File: config.mk
export PLATFORM = sky130hd
export DESIGN_NAME = pipeline_ctrl
export DESIGN_NICKNAME = d
export VERILOG_FILES = /design/src/rtl/pipeline_pkg.sv /design/src/rtl/fwd_unit.sv /design/src/rtl/pipeline_ctrl.sv
export SDC_FILE = /design/constraint.sdc
export NUM_CORES = 1
export LEC_CHECK = 0
export ABC_AREA = 1
export CAP_MARGIN = 5
export CORE_ASPECT_RATIO = 2
export CORE_MARGIN = 10
export CORE_UTILIZATION = 26
export CTS_CLUSTER_DIAMETER = 30
export DETAILED_ROUTE_END_ITERATION = 16
export PLACE_DENSITY = 0.61
export SLEW_MARGIN = 20
export SYNTH_ARGS = -nofsm -noshare
export SYNTH_HDL_FRONTEND = slang
export SYNTH_SLANG_ARGS = --single-unit
export TNS_END_PERCENT = 10
File: constraint.sdc
create_clock -name clk -period 1.7 [get_ports clk]
set_input_delay 0.34 -clock clk [delete_from_list [all_inputs] [get_ports clk]]
set_output_delay 0.34 -clock clk [all_outputs]
set_load 0.01 [all_outputs]
File: src/rtl/pipeline_pkg.sv
// Shared types and constants for the 5-stage pipeline controller and its stage registers.
package pipeline_pkg;

   typedef enum logic [1:0] {
      FWD_RF    = 2'b00,
      FWD_EXMEM = 2'b01,
      FWD_MEMWB = 2'b10
   } fwd_sel_t;

   typedef enum logic {
      RUN      = 1'b0,
      MEM_WAIT = 1'b1
   } ctrl_state_t;

   localparam logic [3:0] NOP_OPCODE = 4'h0;

endpackage

File: src/rtl/fwd_unit.sv
// EX-stage operand forwarding compare; the younger EX_MEM result beats MEM_WB.
module fwd_unit
   import pipeline_pkg::*;
#(
   parameter int REG_W = 3
) (
   input  logic [REG_W-1:0] ex_src1_i,
   input  logic [REG_W-1:0] ex_src2_i,
   input  logic [REG_W-1:0] mem_dst_i,
   input  logic             mem_writeReg_i,
   input  logic [REG_W-1:0] wb_dst_i,
   input  logic             wb_writeReg_i,
   output logic [1:0]       fwd_a_o,
   output logic [1:0]       fwd_b_o
);

   function automatic fwd_sel_t pick(input logic [REG_W-1:0] src);
      fwd_sel_t sel;
      sel = FWD_RF;
      if (mem_writeReg_i && (mem_dst_i == src)) begin
         sel = FWD_EXMEM;
      end else if (wb_writeReg_i && (wb_dst_i == src)) begin
         sel = FWD_MEMWB;
      end
      return sel;
   endfunction

   always_comb begin
      fwd_a_o = pick(ex_src1_i);
      fwd_b_o = pick(ex_src2_i);
   end

endmodule

File: src/rtl/pipeline_ctrl.sv
// Hazard and sequencing controller: stage enables/flushes, forwarding selects,
// memory-wait freeze with sticky timeout, and a saturating stall counter.
module pipeline_ctrl
   import pipeline_pkg::*;
#(
   parameter int REG_W       = 3,
   parameter int MEM_TIMEOUT = 64,
   parameter int CNT_W       = 16
) (
   input  logic             clk,
   input  logic             reset,
   input  logic [REG_W-1:0] id_reg1_i,
   input  logic [REG_W-1:0] id_reg2_i,
   input  logic             id_uses2_i,
   input  logic [REG_W-1:0] ex_dst_i,
   input  logic             ex_writeReg_i,
   input  logic             ex_is_load_i,
   input  logic [REG_W-1:0] ex_src1_i,
   input  logic [REG_W-1:0] ex_src2_i,
   input  logic [REG_W-1:0] mem_dst_i,
   input  logic             mem_writeReg_i,
   input  logic [REG_W-1:0] wb_dst_i,
   input  logic             wb_writeReg_i,
   input  logic             branch_taken_i,
   input  logic             mem_req_i,
   input  logic             mem_ready_i,
   output logic             pc_en_o,
   output logic             if_id_en_o,
   output logic             id_ex_en_o,
   output logic             ex_mem_en_o,
   output logic             mem_wb_en_o,
   output logic             if_id_flush_o,
   output logic             id_ex_flush_o,
   output logic [1:0]       fwd_a_o,
   output logic [1:0]       fwd_b_o,
   output logic [CNT_W-1:0] stall_cnt_o,
   output logic             timeout_o
);

   localparam logic [7:0]       TIMEOUT_CNT = 8'(MEM_TIMEOUT);
   localparam logic [CNT_W-1:0] CNT_ONE     = CNT_W'(1);

   ctrl_state_t      state_q, state_d;
   logic [7:0]       wait_cnt_q, wait_cnt_d;
   logic [CNT_W-1:0] stall_cnt_q, stall_cnt_d;
   logic             timeout_q, timeout_d;

   logic [1:0] fwd_a_raw, fwd_b_raw;
   logic       frozen;
   logic       load_use;
   logic [7:0] wait_inc;

   fwd_unit #(.REG_W(REG_W)) u_fwd (
      .ex_src1_i      (ex_src1_i),
      .ex_src2_i      (ex_src2_i),
      .mem_dst_i      (mem_dst_i),
      .mem_writeReg_i (mem_writeReg_i),
      .wb_dst_i       (wb_dst_i),
      .wb_writeReg_i  (wb_writeReg_i),
      .fwd_a_o        (fwd_a_raw),
      .fwd_b_o        (fwd_b_raw)
   );

   always_comb begin
      frozen   = mem_req_i & ~mem_ready_i;
      load_use = ex_is_load_i & ex_writeReg_i &
                 ((ex_dst_i == id_reg1_i) | (id_uses2_i & (ex_dst_i == id_reg2_i)));
      // Wait count after this cycle if it is a wait cycle; holds at 255.
      if (state_q != MEM_WAIT) begin
         wait_inc = 8'd1;
      end else if (wait_cnt_q == 8'hFF) begin
         wait_inc = wait_cnt_q;
      end else begin
         wait_inc = wait_cnt_q + 8'd1;
      end

      pc_en_o       = 1'b1;
      if_id_en_o    = 1'b1;
      id_ex_en_o    = 1'b1;
      ex_mem_en_o   = 1'b1;
      mem_wb_en_o   = 1'b1;
      if_id_flush_o = 1'b0;
      id_ex_flush_o = 1'b0;
      fwd_a_o       = fwd_a_raw;
      fwd_b_o       = fwd_b_raw;
      state_d       = RUN;
      wait_cnt_d    = 8'd0;
      timeout_d     = timeout_q;

      if (reset) begin
         {pc_en_o, if_id_en_o, id_ex_en_o, ex_mem_en_o, mem_wb_en_o} = 5'b0;
         if_id_flush_o = 1'b1;
         id_ex_flush_o = 1'b1;
         fwd_a_o       = FWD_RF;
         fwd_b_o       = FWD_RF;
         timeout_d     = 1'b0;
      end else if (frozen) begin
         {pc_en_o, if_id_en_o, id_ex_en_o, ex_mem_en_o, mem_wb_en_o} = 5'b0;
         state_d    = MEM_WAIT;
         wait_cnt_d = wait_inc;
         if (wait_inc >= TIMEOUT_CNT) begin
            timeout_d = 1'b1;
         end
      end else if (branch_taken_i) begin
         if_id_flush_o = 1'b1;
         id_ex_flush_o = 1'b1;
      end else if (load_use) begin
         pc_en_o       = 1'b0;
         if_id_en_o    = 1'b0;
         id_ex_flush_o = 1'b1;
      end

      stall_cnt_d = stall_cnt_q;
      if (reset) begin
         stall_cnt_d = '0;
      end else if (!pc_en_o && (stall_cnt_q != '1)) begin
         stall_cnt_d = stall_cnt_q + CNT_ONE;
      end
   end

   always_ff @(posedge clk) begin
      if (reset) begin
         state_q     <= RUN;
         wait_cnt_q  <= 8'd0;
         stall_cnt_q <= '0;
         timeout_q   <= 1'b0;
      end else begin
         state_q     <= state_d;
         wait_cnt_q  <= wait_cnt_d;
         stall_cnt_q <= stall_cnt_d;
         timeout_q   <= timeout_d;
      end
   end

   assign stall_cnt_o = stall_cnt_q;
   assign timeout_o   = timeout_q;

endmodule

==> flow_metrics.tcl <==
set metrics [dict create \
    start_util_pct 26.92 \
    multiInputGateArea_um2 1175 \
    nFillCells 747 \
    fin_ws_ns 0.01399 \
    post-route-period-util_pct 99.18 \
    layout_common_cells "55 x nand2_1, 29 x nand3_1, 26 x nor2_1" \
    ys_ff_latch 26 \
    clk_latency_ns 0.26 \
    ctsHoldBuffers 0 \
    critical_path_class "primary input to output port" \
    period_needed_ns 1.686 \
    grt_pass1_vias 2080 \
    grt_first_pass_wirelength_mm 9.025 \
    status "finished clean" \
    cts_inserted_buffers 3 \
    drt-initial-drc-count 67 \
    place_ws_ns -0.6602 \
    setup_viol 0 \
    grt_overflow 0 \
    timing.final.max_slew_violations 0 \
    ys_seq_area_share_pct 28.97 \
    min_path_type "flop to flop" \
    cts_buffer_depth 2 \
    grt_max_degree 19 \
    maxSlewHeadroom_pct 84.53 \
    clock-root-buffer "clkbuf_16" \
    postSynthCellCount 262 \
    rows 42 \
    pwr-share-seq_pct 39.3 \
    tns_ns 0 \
    regArea_um2 523.0 \
    layout_commonest_cell "nand2_1" \
    grtUsageTotal_pct 9.955 \
    p_sw_w 0.0003671 \
    gp_congestion 0.8466 \
    arrival_ns 1.35 \
    ir_worst_vdd_v 0.0003521 \
    hpwl_mm 4.180 \
    syn_nets 295 \
    firstDrtPassIters 4 \
    via_per_inst 4.532 \
    ys_warn_count 0 \
    diodes 0 \
    p_total_w 0.001587 \
    antenna_found_initial 0 \
    finalHoldWorstSlack_ns 0.4721 \
    tritoncts "built" \
    combPwrFrac_pct 17.2 \
    cap_violations 0 \
    p_sw_share_pct 23.13 \
    ys_types 30 \
    cp-end-kind "output port" \
    vias 1899 \
    nNetsFinal 365 \
    port_buffers 58 \
    syn_area_um2 1797 \
    p_per_area_nw_per_um2 597.9 \
    required_ns 1.36 \
    rsz0062_at_grt "true" \
    p_leak_nw 1.114 \
    htree_levels 1 \
    clk_pin_slew_ns 0.07 \
    die_w_um 78.78 \
    die-area_um2 10840 \
    cp-start-kind "primary input" \
    wl_mm 5.148 \
    final_util_pct 39.78 \
    pin_count 59 \
    die_h_um 137.6 \
    antenna_left 0 \
    drive_above_1_share_pct 25.98 \
    cts.sinks 26 \
    crit_fanout 2 \
    area.growth.synth_to_final_pct 47.77 \
    wl_per_cell_um 12.29 \
    worst_pin_slew_ns 0.2317 \
    max_freq_mhz 593.1 \
    avgSynthCellArea_um2 6.858 \
    drc 0 \
    core_area_um2 6674 \
    finalClockSkew_ns 0.002785 \
    power.internal_w 0.001220 \
    clkPwrFrac_pct 43.5 \
    hold_viol 0 \
]
power by group through the flow:
stage	registers [W]	logic (W)	clock network, W
4_1_cts	0.000623	0.000276	0.000706
3_5_place_dp	0.000638	0.000277	0
2_1_floorplan	0.000640	0.000126	0
5_1_grt	0.000625	0.000304	0.000737
3_3_place_gp	0.000637	0.000275	0
6_report	0.000624	0.000274	0.000690
synth_stat cells:
cell      count  area share (%)
nand4_4       1             1.2
a211oi_1      2            0.84
buf_6         1            0.63
o211a_1       1            0.56
dfxtp_1      26              29
buf_2         2            0.56
nor3_2        1            0.56
o22ai_1       2            0.70
nand3_1      30             8.4
nand3_2       1            0.56
nand2_1      57              12
nand2_2      10             3.5
or2_2         2            0.70
ha_1          2             1.4
nor2_1       28             5.8
inv_1        29             6.1
buf_1         1            0.21
nand2_4       2             1.3
buf_12        1             1.1
nor3_1        3            0.84
buf_4         3             1.3
a21oi_1      16             4.5
o21ai_0       6             1.7
xnor2_1       9             4.4
a21oi_2       7             3.4
inv_2         1            0.21
xor2_1       14             6.8
nor2_4        2             1.3
nor2_2        1            0.35
nor4b_1       1            0.49
what timing repair did:
action,in CTS,in global routing
endpoints found under the setup margin,26,25
buffers inserted,1,0
pin swaps,19,10
resized for setup,90,21
per-stage QoR:
| step | cell area (um^2) | instances |
|---|---|---|
| 4_1_cts | 2649 | 419 |
| 3_5_place_dp | 2527 | 414 |
| 6_report | 2655 | 419 |
| 5_1_grt | 2655 | 419 |
| 3_3_place_gp | 2527 | 414 |
| 2_1_floorplan | 1799 | 262 |
path summary, 6_finish.rpt:
kind                                startpoint              to  slack [ns]  cells after the start
worst min-delay path                 timeout_o       timeout_o        0.47                      2
worst min register to register       timeout_o       timeout_o        0.47                      2
worst max register to register  stall_cnt_o[1]  stall_cnt_o[9]        0.14                      7
worst max-delay path              ex_src1_i[2]      fwd_a_o[1]        0.01                      6
flip-flops by register name, summed over array words and instances, names as in the netlist:
name / flops
state_q: 1
wait_cnt_q: 8
timeout_o: 1
stall_cnt_o: 16
layer usage:
layer  share of wire [%]  up-vias  track usage [%]
met5                   0        -                0
met4                 2.7        0            4.810
met3                  11       13            4.634
met2                  52       66            18.24
met1                  35      844            8.903
li1                    -      976                -
cells by family after synthesis:
| kind of cell | synth area share (%) |
|---|---|
| simple gates | 36.77 |
| xor+xnor | 11.21 |
| flops | 28.97 |
| compound gates | 11.63 |
| buf+inv | 10.03 |
| fa+ha+maj | 1.393 |
cell type report:
class,instances,share of cell area (%)
Clock inverter,1,1.131
Clock buffer,3,2.828
Tap cell,88,4.147
Sequential cell,26,19.70
Inverter,30,4.241
Multi-Input combinational cell,198,44.25
Timing Repair Buffer,73,23.70
worst max-delay path: stages:
cell           delay [ns]
dlygate4sd2_1        0.29
xor2_1               0.18
nor3_2               0.18
nand3_1              0.11
a21oi_2              0.10
buf_2                0.14
Power figures use the tool's default switching activity.
